==> src/rtl/cam_wr_ctrl.sv <==
// cam_wr_ctrl: write-side front end for cam2. Buffers insert/invalidate
// requests in a FIFO, allocates the lowest free entry and drives cam2.
// Ports: req_* valid/ready request in; write_/w_addr/wdata/new_tag/new_valid
// to cam2; done_* completion pulse; full/free_cnt from the shadow valid map.
module cam_wr_ctrl #(
    parameter int BITS   = 8,
    parameter int TAG_SZ = 8,
    parameter int WORDS  = 8,
    parameter int DEPTH  = 4
) (
    input  logic                     clk,
    input  logic                     rst_,
    input  logic                     req_valid,
    output logic                     req_ready,
    input  logic                     req_op,
    input  logic [TAG_SZ-1:0]        req_tag,
    input  logic [BITS-1:0]          req_data,
    input  logic [$clog2(WORDS)-1:0] req_addr,
    output logic                     write_,
    output logic [$clog2(WORDS)-1:0] w_addr,
    output logic [BITS-1:0]          wdata,
    output logic [TAG_SZ-1:0]        new_tag,
    output logic                     new_valid,
    output logic                     done_valid,
    output logic [$clog2(WORDS)-1:0] done_addr,
    output logic                     done_err,
    output logic                     full,
    output logic [$clog2(WORDS):0]   free_cnt
);

    localparam int AW = $clog2(WORDS);
    localparam int PW = $clog2(DEPTH);
    localparam int EW = 1 + TAG_SZ + BITS + AW;

    typedef enum logic {IDLE, WRITE} state_t;

    state_t state_q, state_d;

    logic [EW-1:0] mem_q [DEPTH];
    logic [PW-1:0] wr_ptr_q, wr_ptr_d;
    logic [PW-1:0] rd_ptr_q, rd_ptr_d;
    logic [PW:0]   cnt_q, cnt_d;

    logic [WORDS-1:0]  shadow_q, shadow_d;
    logic              write_q, write_d;
    logic [AW-1:0]     w_addr_q, w_addr_d;
    logic [BITS-1:0]   wdata_q, wdata_d;
    logic [TAG_SZ-1:0] new_tag_q, new_tag_d;
    logic              new_valid_q, new_valid_d;
    logic              done_valid_q, done_valid_d;
    logic [AW-1:0]     done_addr_q, done_addr_d;
    logic              done_err_q, done_err_d;

    logic              fifo_full, fifo_empty, push, pop;
    logic              h_op;
    logic [TAG_SZ-1:0] h_tag;
    logic [BITS-1:0]   h_data;
    logic [AW-1:0]     h_addr;
    logic [AW-1:0]     free_idx;
    logic [AW:0]       free_cnt_c;

    assign fifo_full  = (cnt_q == (PW+1)'(DEPTH));
    assign fifo_empty = (cnt_q == '0);
    assign req_ready  = !fifo_full && rst_;
    assign push       = req_valid && req_ready;
    assign pop        = (state_q == IDLE) && !fifo_empty;

    assign {h_op, h_tag, h_data, h_addr} = mem_q[rd_ptr_q];

    // Scan from the top so the last hit is the lowest free index.
    always_comb begin
        free_idx   = '0;
        free_cnt_c = '0;
        for (int i = WORDS - 1; i >= 0; i--) begin
            if (!shadow_q[i]) begin
                free_idx   = AW'(i);
                free_cnt_c = free_cnt_c + (AW+1)'(1);
            end
        end
    end

    assign full     = &shadow_q;
    assign free_cnt = free_cnt_c;

    always_comb begin
        wr_ptr_d = wr_ptr_q;
        rd_ptr_d = rd_ptr_q;
        cnt_d    = cnt_q;
        if (push) wr_ptr_d = wr_ptr_q + PW'(1);
        if (pop)  rd_ptr_d = rd_ptr_q + PW'(1);
        unique case ({push, pop})
            2'b10:   cnt_d = cnt_q + (PW+1)'(1);
            2'b01:   cnt_d = cnt_q - (PW+1)'(1);
            default: cnt_d = cnt_q;
        endcase
    end

    // State register
    always_ff @(posedge clk) begin
        if (!rst_) state_q <= IDLE;
        else       state_q <= state_d;
    end

    // Next state: a rejected insert completes without leaving IDLE.
    always_comb begin
        state_d = state_q;
        unique case (state_q)
            IDLE:    if (pop && (h_op || !full)) state_d = WRITE;
            WRITE:   state_d = IDLE;
            default: state_d = IDLE;
        endcase
    end

    // Outputs and shadow map; cam2 data lines hold until the next issue.
    always_comb begin
        shadow_d     = shadow_q;
        write_d      = 1'b1;
        w_addr_d     = w_addr_q;
        wdata_d      = wdata_q;
        new_tag_d    = new_tag_q;
        new_valid_d  = new_valid_q;
        done_valid_d = 1'b0;
        done_addr_d  = done_addr_q;
        done_err_d   = 1'b0;
        unique case (state_q)
            IDLE: begin
                if (pop) begin
                    if (h_op) begin
                        write_d          = 1'b0;
                        w_addr_d         = h_addr;
                        wdata_d          = '0;
                        new_tag_d        = '0;
                        new_valid_d      = 1'b0;
                        shadow_d[h_addr] = 1'b0;
                    end else if (!full) begin
                        write_d            = 1'b0;
                        w_addr_d           = free_idx;
                        wdata_d            = h_data;
                        new_tag_d          = h_tag;
                        new_valid_d        = 1'b1;
                        shadow_d[free_idx] = 1'b1;
                    end else begin
                        done_valid_d = 1'b1;
                        done_err_d   = 1'b1;
                        done_addr_d  = '0;
                    end
                end
            end
            WRITE: begin
                done_valid_d = 1'b1;
                done_addr_d  = w_addr_q;
            end
            default: ;
        endcase
    end

    always_ff @(posedge clk) begin
        if (!rst_) begin
            wr_ptr_q     <= '0;
            rd_ptr_q     <= '0;
            cnt_q        <= '0;
            shadow_q     <= '0;
            write_q      <= 1'b1;
            w_addr_q     <= '0;
            wdata_q      <= '0;
            new_tag_q    <= '0;
            new_valid_q  <= 1'b0;
            done_valid_q <= 1'b0;
            done_addr_q  <= '0;
            done_err_q   <= 1'b0;
        end else begin
            wr_ptr_q     <= wr_ptr_d;
            rd_ptr_q     <= rd_ptr_d;
            cnt_q        <= cnt_d;
            shadow_q     <= shadow_d;
            write_q      <= write_d;
            w_addr_q     <= w_addr_d;
            wdata_q      <= wdata_d;
            new_tag_q    <= new_tag_d;
            new_valid_q  <= new_valid_d;
            done_valid_q <= done_valid_d;
            done_addr_q  <= done_addr_d;
            done_err_q   <= done_err_d;
        end
    end

    // Storage needs no reset; the pointers define what is live.
    always_ff @(posedge clk) begin
        if (push) mem_q[wr_ptr_q] <= {req_op, req_tag, req_data, req_addr};
    end

    assign write_     = write_q;
    assign w_addr     = w_addr_q;
    assign wdata      = wdata_q;
    assign new_tag    = new_tag_q;
    assign new_valid  = new_valid_q;
    assign done_valid = done_valid_q;
    assign done_addr  = done_addr_q;
    assign done_err   = done_err_q;

endmodule
==> config.mk <==
export PLATFORM = sky130hd
export DESIGN_NAME = cam_wr_ctrl
export DESIGN_NICKNAME = d
export VERILOG_FILES = /design/src/rtl/cam_wr_ctrl.sv
export SDC_FILE = /design/constraint.sdc
export NUM_CORES = 1
export LEC_CHECK = 0
export ABC_AREA = 0
export CAP_MARGIN = 20
export CORE_MARGIN = 5
export CORE_UTILIZATION = 40
export DETAILED_ROUTE_END_ITERATION = 8
export GPL_TIMING_DRIVEN = 0
export HOLD_SLACK_MARGIN = 0.02
export PLACE_DENSITY = 0.69
export SYNTH_ARGS = -nofsm -noshare
export SYNTH_HDL_FRONTEND = slang
export SYNTH_SLANG_ARGS = --single-unit
export TNS_END_PERCENT = 50
==> constraint.sdc <==
create_clock -name clk -period 7 [get_ports clk]
set_clock_uncertainty 0.1 [all_clocks]
set_input_delay 1.4 -clock clk [delete_from_list [all_inputs] [get_ports clk]]
set_output_delay 1.4 -clock clk [all_outputs]
set_load 0.02 [all_outputs]
Yosys cells after proc, flatten, opt, wreduce, memory -nomap -nowiden
Memories as Yosys holds them, arrays and structs flattened. A register that Yosys moved wholly into a read port is not among the register bits.
Index checks and enable logic that the tools add are counted.
- add/subtract/negate cells: 11
- $mul: 0
- divide/modulo/power cells: 0
- $lt $le $gt $ge: 4
- equality and inequality tests: 7
- shifts and indexed selects: 0
- muxes and demuxes: 45
- bitwise operators: 6
- reduce and logical (&&, ||, !) cells: 17
- operator list (kind ; number):
    8-bit two-way mux ; 6
    3-bit two-way mux ; 13
    4-bit by 1-bit adder with 4-bit output, second input constant ; 7
    4-bit two-way mux ; 7
    3-bit case mux with 2 select lines ; 2
    1-bit two-way mux ; 11
    8-bit bitwise AND ; 1
    3-bit by 4-bit < comparator with 1-bit output, second input constant ; 2
    8-bit NOT ; 1
    8-bit bitwise OR ; 1
    8-bit AND reduction ; 1
    1-bit demux with 3-bit select ; 2
    3-bit by 1-bit greater-or-equal comparator with 1-bit output, second input constant ; 2
    1-bit logical AND ; 6
    2-bit inequality test, second input constant ; 3
    3-bit AND reduction ; 2
    2-bit by 1-bit adder with 2-bit output, second input constant ; 2
    2-bit two-way mux ; 2
    1-bit case mux with 2 select lines ; 2
    3-bit by 1-bit adder with 3-bit output, second input constant ; 1
    3-bit == test, second input constant ; 1
    1-bit logical NOT ; 3
    3-bit logical NOT ; 1
    1-bit NOT ; 3
    other kinds (8) ; 8
- flip-flop bits (word level): 42
- bits in latches: 0
- memory bits (writable): 80
- ROM bits: 0
- input port bits: 23
- output and inout bits: 32
- logic and storage cells: 104
- memories: 1
- memories (name ; words ; bits a word ; read ports ; clocked after Yosys merged registers in ; wr ports ; line ; text):
    mem_q ; 4 ; 20 ; 1 ; 1 ; 1 ; 39 ; logic [EW-1:0] mem_q [DEPTH];

Depth between registers and ports, before layout
Gate-level depths: netlist of the first run.
- depth in word-level cells: 15
- gate-level depth with buffers: 18
- gate-level depth less buffers: 18

Least setup slack after synthesis of the first run
No wires, ideal clock.
- path kind: reg-to-output
- start: register shadow_q[6]
- end: output port free_cnt[2]
- arrival time: 3.464 ns
- required time: 5.500 ns
- slack: 2.036 ns
- stages on the path, launching flop included: 17
- path buffers: 1
- path through: dfxtp_1 > inv_1 > ha_1 > buf_2 > xnor2_4 > xnor2_2 > ha_1 > xor2_1 > nor2_1 > or3_1 > a21oi_1 > or2_1 > ha_1 > mux2_2 > ha_1 > nor2b_1 > xnor2_1
- word-level cells in the longest chain between the ends: 13
- RTL lines (element ; line ; text):
    start: declaration ; 44 ; logic [WORDS-1:0] shadow_q, shadow_d;
    start signal: assignment ; 175 ; shadow_q <= shadow_d;
    4-bit two-way mux (*) ; 75 ; if (!shadow_q[i]) begin
    4-bit by 1-bit adder with 4-bit output ; 77 ; free_cnt_c = free_cnt_c + (AW+1)'(1);
    4-bit two-way mux (*) ; 75 ;
    4-bit by 1-bit adder with 4-bit output ; 77 ;
    4-bit two-way mux (*) ; 75 ;
    4-bit by 1-bit adder with 4-bit output ; 77 ;
    4-bit two-way mux (*) ; 75 ;
    4-bit by 1-bit adder with 4-bit output ; 77 ;
    4-bit two-way mux (*) ; 75 ;
    4-bit by 1-bit adder with 4-bit output ; 77 ;
    4-bit two-way mux (*) ; 75 ;
    4-bit by 1-bit adder with 4-bit output ; 77 ;
    4-bit two-way mux (*) ; 75 ;
    end: declaration ; 28 ; output logic [$clog2(WORDS):0] free_cnt
Every way passes the cells marked *; elsewhere a longest branch is shown, timed or not.

Worst setup path in the final report of the first run
- start: register shadow_q[7]
- end: output port free_cnt[1]
- word-level cells in the longest chain between the ends: 15
- RTL lines (element ; line):
    1-bit two-way mux (*) ; 75
    4-bit by 1-bit adder with 4-bit output ; 77
    4-bit two-way mux (*) ; 75
    4-bit by 1-bit adder with 4-bit output ; 77
    4-bit two-way mux (*) ; 75
    4-bit by 1-bit adder with 4-bit output ; 77
    4-bit two-way mux (*) ; 75
    4-bit by 1-bit adder with 4-bit output ; 77
    4-bit two-way mux (*) ; 75
    4-bit by 1-bit adder with 4-bit output ; 77
    4-bit two-way mux (*) ; 75
    4-bit by 1-bit adder with 4-bit output ; 77
    4-bit two-way mux (*) ; 75
    4-bit by 1-bit adder with 4-bit output ; 77
    4-bit two-way mux (*) ; 75
Marks and branches as above.

==> run metrics, run 1 <==
CP Buf/Inv Count 3; maximum VDD drop 0.000316 V; # port buffers 53; Synth Flop Type edfxtp_1; maximum clock frequency 168 MHz; initial antenna violation count 0; Min Hold Slack 408 ps; drt initial violations 192; final setup margin 1050 ps; Final min period 5950 ps; Least-Margin Pin Slew 703 ps; starting density of the core 0.405; CP Capture Type output port; Final TNS setup 0 ps; Final #Nets 504; die width 125 um; Final Routed Wirelength 11000 um; first-pass GRT wire length 18000 um; most frequent cells in the layout 80 x edfxtp_1, 53 x clkdlybuf4s50_1, 44 x dfxtp_1; Synth area leaders edfxtp_1 45%, dfxtp_1 17%, mux4_2 8.5%, ha_1 3.3%, nor2_1 2.9%; row count 42; count of pins over their slew limit 0; Final HPWL DP 7470 um; fillers 1133; CP Launch Type flip-flop; biggest cell delay along the critical path 540 ps; Post-CTS Setup Bufs 0; IO Pins 55; total clock buffers created by CTS 17; sequential area share after synthesis 0.618; Slowest cell on crit path clkdlybuf4s50_1; Synth area leader edfxtp_1; vias in the first global route 3547; area of the multi-input gates 0.00187 mm^2; #FFs+latches synth 124; Die Y 125 um; Critical Path AT 4450 ps; MaxCap Viol Count 0; Core Area 0.0131 mm^2; Data required, critical path 5500 ps; TritonCTS clock tree built; GR Overflow Total 0; Top Family by Delay on Critical Path adder cells; Finish-stage setup viols 0; CTS root buffer clkbuf_16; commonest non-fill, non-tap cell in the layout edfxtp_1; DR WL/cell 16.7 um; Slew Limit Headroom 0.532; syn_nets 428; ant diodes 0; post-synth top area share 0.452; clock tree sinks 124; CTS Hold Bufs 0; Netlist cell types 55; status finished, final reports clean; register area 0.00328 mm^2; crit-path cells inv_1, ha_1, buf_2, xnor2_4, xnor2_2, ha_1, xor2_1, nor2_1, or3_1, a21oi_1, or2_1, ha_1, mux2_2, ha_1, mux2_2, clkdlybuf4s50_1; PD cells 363 mW/mm^2; Syn Std Cell Area 0.00532 mm^2; Post-synth EDFFs 80; clock-pin slew on the worst setup and hold paths 50 ps; Bufs on Longest Clock Path 2; total iterations of the first detailed-routing run 4; Avg Inst Size Synth 13.6 um^2; Post-route DRC 0; share of cells above drive strength 1 0.171; final hold vios 0; Clock Latency Late Sink 400 ps; RSZ-0062 raised after global routing false; largest net degree at the start of global routing 21; DR vias/cell 5.11; worst-path fanout max 6; Placer Congestion 0.804; post-place setup slack 1450 ps; die area 0.0157 mm^2; crit share post-route 0.851; hold crit path type flip-flop to flip-flop; Synthesis Warnings 0; Post-DRT Antenna Nets 0; async set-or-reset flop fraction in the synthesized netlist 0; H-tree depth 4; post-CTS sizing 0; via count 3350; Total GRT Usage 0.146; Cells after Synth 390; crit-path most repeated cell ha_1; Setup Crit Path Kind flip-flop to output port; area delta synth->final 28.2%; Leakage 0.00234 uW
per-layer routing:
metal / wire length [um] / track usage
met5: 0 / 0
met1: 4810 / 0.180
met2: 5520 / 0.246
met3: 557 / 0.0443
met4: 72 / 0.0466
worst paths after layout:
path	depth (start not counted)	from	endpoint	slack, ps
worst min register to register	2	done_addr[1]	done_addr[1]	410
worst max-delay path	16	shadow_q[7]	free_cnt[1]	1050
worst min-delay path	2	done_addr[1]	done_addr[1]	410
worst max register to register	10	cnt_q[2]	cnt_q[2]	4490
worst register-to-register path: cells and delay by family, from the launching register on:
kind | cells | cell delay (ps)
AO/OA/AOI/OAI | 1 | 170
XOR/XNOR | 1 | 80
adder cells (fa/ha/maj) | 2 | 490
buffers and inverters | 3 | 560
flip-flops | 1 | 330
AND/OR/NAND/NOR | 3 | 700
cells by family (layout without fill, tap and decap cells):
| logic type | Yosys count | in the layout | synth area share |
|---|---|---|---|
| adders and majority gates | 15 | 15 | 0.0367 |
| muxes | 25 | 25 | 0.0946 |
| and+or+nand+nor | 98 | 98 | 0.0899 |
| buffers and inverters | 38 | 127 | 0.0311 |
| AOI/OAI and AO/OA | 68 | 68 | 0.0887 |
| xor gates and xnor gates | 22 | 22 | 0.0412 |
| DFF | 124 | 124 | 0.618 |
power breakdown:
group	switching [uW]	internal, uW
combinational	354	285
sequential	47.3	865
clock	301	624
Yosys cell counts, types with 4 or more instances:
cell      count
clkbuf_1      8
nor2_1       41
edfxtp_1     80
ha_1         14
xor2_1        6
xnor2_1      14
nor3_1        4
buf_2        12
nor2b_1       4
dfxtp_1      44
nand2_1      15
nand3_1       7
and3_1        4
a21oi_1      15
mux4_2       20
inv_1        14
o21ai_0      11
a22oi_1      19
area by class of cell:
type | instances | area share
Buffer | 21 | 0.0149
Clock buffer | 22 | 0.0696
Clock inverter | 10 | 0.0237
Inverter | 17 | 0.00937
Multi-Input combinational cell | 228 | 0.274
Sequential cell | 124 | 0.482
Tap cell | 176 | 0.0323
Timing Repair Buffer | 57 | 0.0940
state kept, by name (all words and copies together), names as in the netlist, 2 cells and up, named ones only:
| signal | flops |
|---|---|
| done_addr | 3 |
| wr_ptr_q | 2 |
| cnt_q | 3 |
| shadow_q | 8 |
| new_tag | 8 |
| wdata | 8 |
| rd_ptr_q | 2 |
| w_addr | 3 |
| mem_q | 80 |
per-stage QoR:
step	util	cells	power, uW	instance area, um^2
4_1_cts	0.512	652	2490	6730
6_report	0.518	655	2480	6810
5_1_grt	0.518	655	2590	6810
3_5_place_dp	0.464	620	1560	6090
2_1_floorplan	-	390	1320	5320
3_3_place_gp	0.462	619	1540	6070
No activity file was read; power rests on OpenSTA's default activity.
==> inputs of run 2 (changes only) <==
--- a/config.mk
+++ b/config.mk
@@ -8,11 +8,11 @@
 export ABC_AREA = 0
 export CAP_MARGIN = 20
 export CORE_MARGIN = 5
-export CORE_UTILIZATION = 40
+export CORE_UTILIZATION = 61
 export DETAILED_ROUTE_END_ITERATION = 8
 export GPL_TIMING_DRIVEN = 0
 export HOLD_SLACK_MARGIN = 0.02
-export PLACE_DENSITY = 0.69
+export PLACE_DENSITY = 0.94
 export SYNTH_ARGS = -nofsm -noshare
 export SYNTH_HDL_FRONTEND = slang
 export SYNTH_SLANG_ARGS = --single-unit
==> run metrics, run 2 (synthesis results as in run 1) <==
Final min period 6130 ps (was 5950 ps); largest net degree at the start of global routing 21 (unchanged); total clock buffers created by CTS 17 (unchanged); total iterations of the first detailed-routing run 5 (was 4); post-CTS sizing 0 (unchanged); Critical Path AT 4630 ps (was 4450 ps); CP Capture Type output port (unchanged); die width 103 um (was 125 um); final setup margin 866 ps (was 1050 ps); initial antenna violation count 0 (unchanged); CP Launch Type flip-flop (unchanged); Total GRT Usage 0.253 (was 0.146); Final Routed Wirelength 12600 um (was 11000 um); Core Area 0.00859 mm^2 (was 0.0131 mm^2); Final #Nets 502 (was 504); GR Overflow Total 0 (unchanged); Most flops, register mem_q (unchanged); maximum VDD drop 0.000331 V (was 0.000316 V); IO Pins 55 (unchanged); Bufs on Longest Clock Path 2 (unchanged); commonest non-fill, non-tap cell in the layout edfxtp_1 (unchanged); Data required, critical path 5500 ps (about the same); MaxCap Viol Count 0 (unchanged); Leakage 0.00227 uW (was 0.00234 uW); PD cells 366 mW/mm^2 (was 363 mW/mm^2); # port buffers 53 (unchanged); Post-route DRC 0 (unchanged); max reg flops 80 (unchanged); crit share post-route 0.876 (was 0.851); row count 34 (was 42); area delta synth->final 23.5% (was 28.2%); via count 3621 (was 3350); share of cells above drive strength 1 0.170 (was 0.171); status finished, final reports clean (unchanged); final core occ 0.764 (was 0.518); RSZ-0062 raised after global routing false (unchanged); TritonCTS clock tree built (unchanged); Pwr Total 2400 uW (was 2480 uW); clock-pin slew on the worst setup and hold paths 60 ps (was 50 ps); first-pass GRT wire length 19700 um (was 18000 um); CTS root buffer clkbuf_8 (was clkbuf_16); fin area 0.00657 mm^2 (was 0.00681 mm^2); Clock Latency Late Sink 520 ps (was 400 ps); starting density of the core 0.619 (was 0.405); worst-path fanout max 6 (unchanged); Post-CTS Setup Bufs 0 (unchanged); count of pins over their slew limit 0 (unchanged); vias in the first global route 3776 (was 3547); post-place setup slack 1400 ps (was 1450 ps); most frequent cells in the layout 80 x edfxtp_1, 53 x clkdlybuf4s50_1, 44 x dfxtp_1 (unchanged); CTS Hold Bufs 0 (unchanged); hold crit path type flip-flop to flip-flop (unchanged); Least-Margin Pin Slew 1100 ps (was 703 ps); Setup Crit Path Kind flip-flop to output port (unchanged); clock tree sinks 124 (unchanged); maximum clock frequency 163 MHz (was 168 MHz); Final TNS setup 0 ps (unchanged); H-tree depth 4 (unchanged); DR vias/cell 6.19 (was 5.11); placed inst area 0.00598 mm^2 (was 0.00609 mm^2); Post-DRT Antenna Nets 0 (unchanged); drt initial violations 298 (was 192); die area 0.0107 mm^2 (was 0.0157 mm^2); ant diodes 0 (unchanged); Placer Congestion 0.860 (was 0.804); Final HPWL DP 7670 um (was 7470 um); Die Y 103 um (was 125 um); Slew Limit Headroom 0.268 (was 0.532); DR WL/cell 21.5 um (was 16.7 um); Finish-stage setup viols 0 (unchanged); final hold vios 0 (unchanged)
-- run 2: worst max-delay path, cell delays in order, from the launching register on --
cell and delay, ps:
dfxtp_1 410, inv_1 100, ha_1 270, buf_2 180, xnor2_4 220, xnor2_2 170, ha_1 290, xor2_1 140
nor2_1 60, or3_1 300, a21oi_1 180, or2_1 150, ha_1 250, mux2_2 290, ha_1 290, mux2_2 260
clkdlybuf4s50_1 540
-- run 2: layer usage --
layer,global-route usage,part of all wire
met5,0,0
met4,0.101,0.028
met3,0.0905,0.081
met2,0.439,0.53
met1,0.285,0.36
-- run 2: worst paths after layout --
kind / start / to / slack (ps) / depth (start not counted)
worst min-delay path: cnt_q[2] / cnt_q[2] / 420 / 2
worst max-delay path: shadow_q[7] / free_cnt[1] / 870 / 16
worst min register to register: cnt_q[2] / cnt_q[2] / 420 / 2
worst max register to register: cnt_q[1] / cnt_q[1] / 4390 / 10
-- run 2: power by group --
| group | leakage, uW | internal (uW) | switching, uW |
|---|---|---|---|
| Sequential | 0.00108 | 865 | 53.1 |
| Clock | 0.000259 | 478 | 347 |
| Combinational | 0.000924 | 282 | 377 |
-- run 2: stage by stage --
step / hold slack [ps] / cells
after floorplan: 372 / 390
after global placement: 384 / 551
after detailed placement: 394 / 551
after CTS: 409 / 583
after global routing: 454 / 585
final: 415 / 585
-- run 2: final cells by class --
type / instances / area, um^2
buffer: 21 / 101
clock buffer: 18 / 418
clock inverter: 14 / 136
fill: 483 / 2030
inverter: 17 / 63.8
multi-input combinational: 228 / 1870
sequential: 124 / 3280
tap: 108 / 135
timing repair buffer: 55 / 561
==> inputs of run 3 (changes only) <==
--- a/config.mk
+++ b/config.mk
@@ -6,13 +6,14 @@
 export NUM_CORES = 1
 export LEC_CHECK = 0
 export ABC_AREA = 0
+export ABC_CLOCK_PERIOD_IN_PS = 7200
 export CAP_MARGIN = 20
 export CORE_MARGIN = 5
-export CORE_UTILIZATION = 61
+export CORE_UTILIZATION = 35
 export DETAILED_ROUTE_END_ITERATION = 8
 export GPL_TIMING_DRIVEN = 0
 export HOLD_SLACK_MARGIN = 0.02
-export PLACE_DENSITY = 0.94
+export PLACE_DENSITY = 0.63
 export SYNTH_ARGS = -nofsm -noshare
 export SYNTH_HDL_FRONTEND = slang
 export SYNTH_SLANG_ARGS = --single-unit
==> constraint.sdc (replaced) <==
create_clock -name clk -period 7.2 [get_ports clk]
set_clock_uncertainty 0.1 [all_clocks]
set_input_delay 1.44 -clock clk [delete_from_list [all_inputs] [get_ports clk]]
set_output_delay 1.44 -clock clk [all_outputs]
set_load 0.02 [all_outputs]
==> run metrics, run 3 (synthesis results as in run 1) <==
status finished, final reports clean (unchanged); path depth of the worst reg2reg path 10 (unchanged); DR vias/cell 5.05 (was 6.19); total clock buffers created by CTS 17 (unchanged); CP Launch Type flip-flop (unchanged); Final min period 6040 ps; Critical Path AT 4500 ps (was 4630 ps); commonest non-fill, non-tap cell in the layout edfxtp_1 (unchanged); DR WL/cell 16.9 um (was 21.5 um); CP Capture Type output port (unchanged); CTS root buffer clkbuf_16 (was clkbuf_8); IO Pins 55 (unchanged); Slowest cell on crit path clkdlybuf4s50_1 (unchanged); worst r2r src cnt_q[2] (was cnt_q[1]); PD cells 344 mW/mm^2 (was 366 mW/mm^2); Data required, critical path 5660 ps (was 5500 ps); Pwr Total 2320 uW (was 2400 uW); Most flops, register mem_q (unchanged); Final Routed Wirelength 11300 um (was 12600 um); Total GRT Usage 0.133 (was 0.253); # port buffers 53 (unchanged); ant diodes 0 (unchanged); worst r2r dst cnt_q[2] (was cnt_q[1]); Final #Nets 504 (was 502); Die Y 133 um (was 103 um); maximum clock frequency 166 MHz; row count 45 (was 34); Post-DRT Antenna Nets 0 (unchanged); Bufs on Longest Clock Path 2 (unchanged); Least-Margin Pin Slew 666 ps (was 1100 ps); worst-path fanout max 6 (unchanged); Hold Path End new_tag[2] (was cnt_q[2]); initial antenna violation count 0 (unchanged); Clock Latency Late Sink 400 ps (was 520 ps); most frequent cells in the layout 80 x edfxtp_1, 53 x clkdlybuf4s50_1, 44 x dfxtp_1 (unchanged); crit-path cells inv_1, ha_1, buf_2, xnor2_4, xnor2_2, ha_1, xor2_1, nor2_1, or3_1, a21oi_1, or2_1, ha_1, mux2_2, ha_1, mux2_2, clkdlybuf4s50_1 (unchanged); biggest cell delay along the critical path 540 ps (about the same); count of pins over their slew limit 0 (unchanged); placed inst area 0.00615 mm^2 (was 0.00598 mm^2); Setup Crit Path Kind flip-flop to output port (unchanged); vias in the first global route 3508 (was 3776); GR Overflow Total 0 (unchanged); share of cells above drive strength 1 0.177 (was 0.170); total iterations of the first detailed-routing run 4 (was 5); die area 0.0178 mm^2 (was 0.0107 mm^2); Hold Crit Start new_tag[2] (was cnt_q[2]); Placer Congestion 0.843 (was 0.860); Post-CTS Setup Bufs 0 (unchanged); via count 3367 (was 3621); RSZ-0062 raised after global routing false (unchanged); hold path depth 2 (unchanged); maximum VDD drop 0.000162 V (was 0.000331 V); crit-path most repeated cell ha_1 (unchanged); Reg2Reg Setup Slack 4670 ps (was 4390 ps); die width 133 um (was 103 um); post-CTS sizing 0 (unchanged); drt initial violations 145 (was 298); Finish-stage setup viols 0 (unchanged); Final HPWL DP 7860 um (was 7670 um); crit share post-route 0.838; max reg flops 80 (unchanged); starting density of the core 0.354 (was 0.619); clock-pin slew on the worst setup and hold paths 60 ps (about the same); Leakage 0.00231 uW (was 0.00227 uW); hold crit path type flip-flop to flip-flop (unchanged); first-pass GRT wire length 18500 um (was 19700 um); MaxCap Viol Count 0 (unchanged); fin area 0.00673 mm^2 (was 0.00657 mm^2); clock tree sinks 124 (unchanged); Post-route DRC 0 (unchanged); CTS Hold Bufs 0 (unchanged); Core Area 0.0150 mm^2 (was 0.00859 mm^2); final hold vios 0 (unchanged); Min Hold Slack 411 ps (was 415 ps); H-tree depth 4 (unchanged); Final TNS setup 0 ps (unchanged); final core occ 0.448 (was 0.764); area delta synth->final 26.6% (was 23.5%); largest net degree at the start of global routing 17 (was 21); TritonCTS clock tree built (unchanged); Slew Limit Headroom 0.556 (was 0.268)
## run 3: changes by cell type in the layout (fill, tap and decap cells not counted)
cell and delta:
clkinv_2 +2, clkbuf_16 +1, inv_6 -1, clkinv_1 -1
clkinv_4 +2, buf_16 +1, clkinvlp_4 -2, clkbuf_1 -1
buf_8 +1
## run 3: cell type report
cell class                      instances  area, um^2
Buffer                                 21         101
Multi-Input combinational cell        228        1870
Tap cell                              188         235
Inverter                               17        63.8
Fill cell                            1345        8300
Clock inverter                         14         136
Timing Repair Buffer                   57         603
Sequential cell                       124        3280
Clock buffer                           18         439
## run 3: worst max-delay path, delay by kind of cell (launching register included)
| family | cells | cell delay [ps] |
|---|---|---|
| buf+inv | 3 | 830 |
| xor+xnor | 3 | 540 |
| mux | 2 | 540 |
| flops | 1 | 390 |
| simple gates | 3 | 510 |
| compound gates | 1 | 170 |
| fa+ha+maj | 4 | 1100 |
## run 3: worst max-delay path by stage
stage	start	end	slack, ps	cells past startpoint
global route	shadow_q[7]	free_cnt[3]	980	18
finish	shadow_q[7]	free_cnt[1]	1160	16
global placement	shadow_q[7]	free_cnt[1]	1640	16
CTS	shadow_q[7]	free_cnt[1]	1130	16
floorplan	shadow_q[6]	free_cnt[2]	2200	16
detailed placement	shadow_q[7]	free_cnt[1]	1580	16
## run 3: report_power, final
group          internal (uW)  total, uW  switching, uW
sequential               840        886           45.7
combinational            274        618            344
clock                    491        811            321
## run 3: stage by stage
| step | setup WS (ps) | instances |
|---|---|---|
| after global placement | 1640 | 631 |
| after CTS | 1130 | 667 |
| after detailed placement | 1580 | 635 |
| after floorplan | 2200 | 390 |
| final | 1160 | 667 |
| after global routing | 977 | 667 |
## run 3: routing by layer
metal  vias up  share of wire  GRT usage
li1       1607              -          -
met1      1655           0.45      0.172
met2        94           0.48      0.216
met3        11          0.053     0.0393
met4         0         0.0094     0.0406
met5         -              0          0
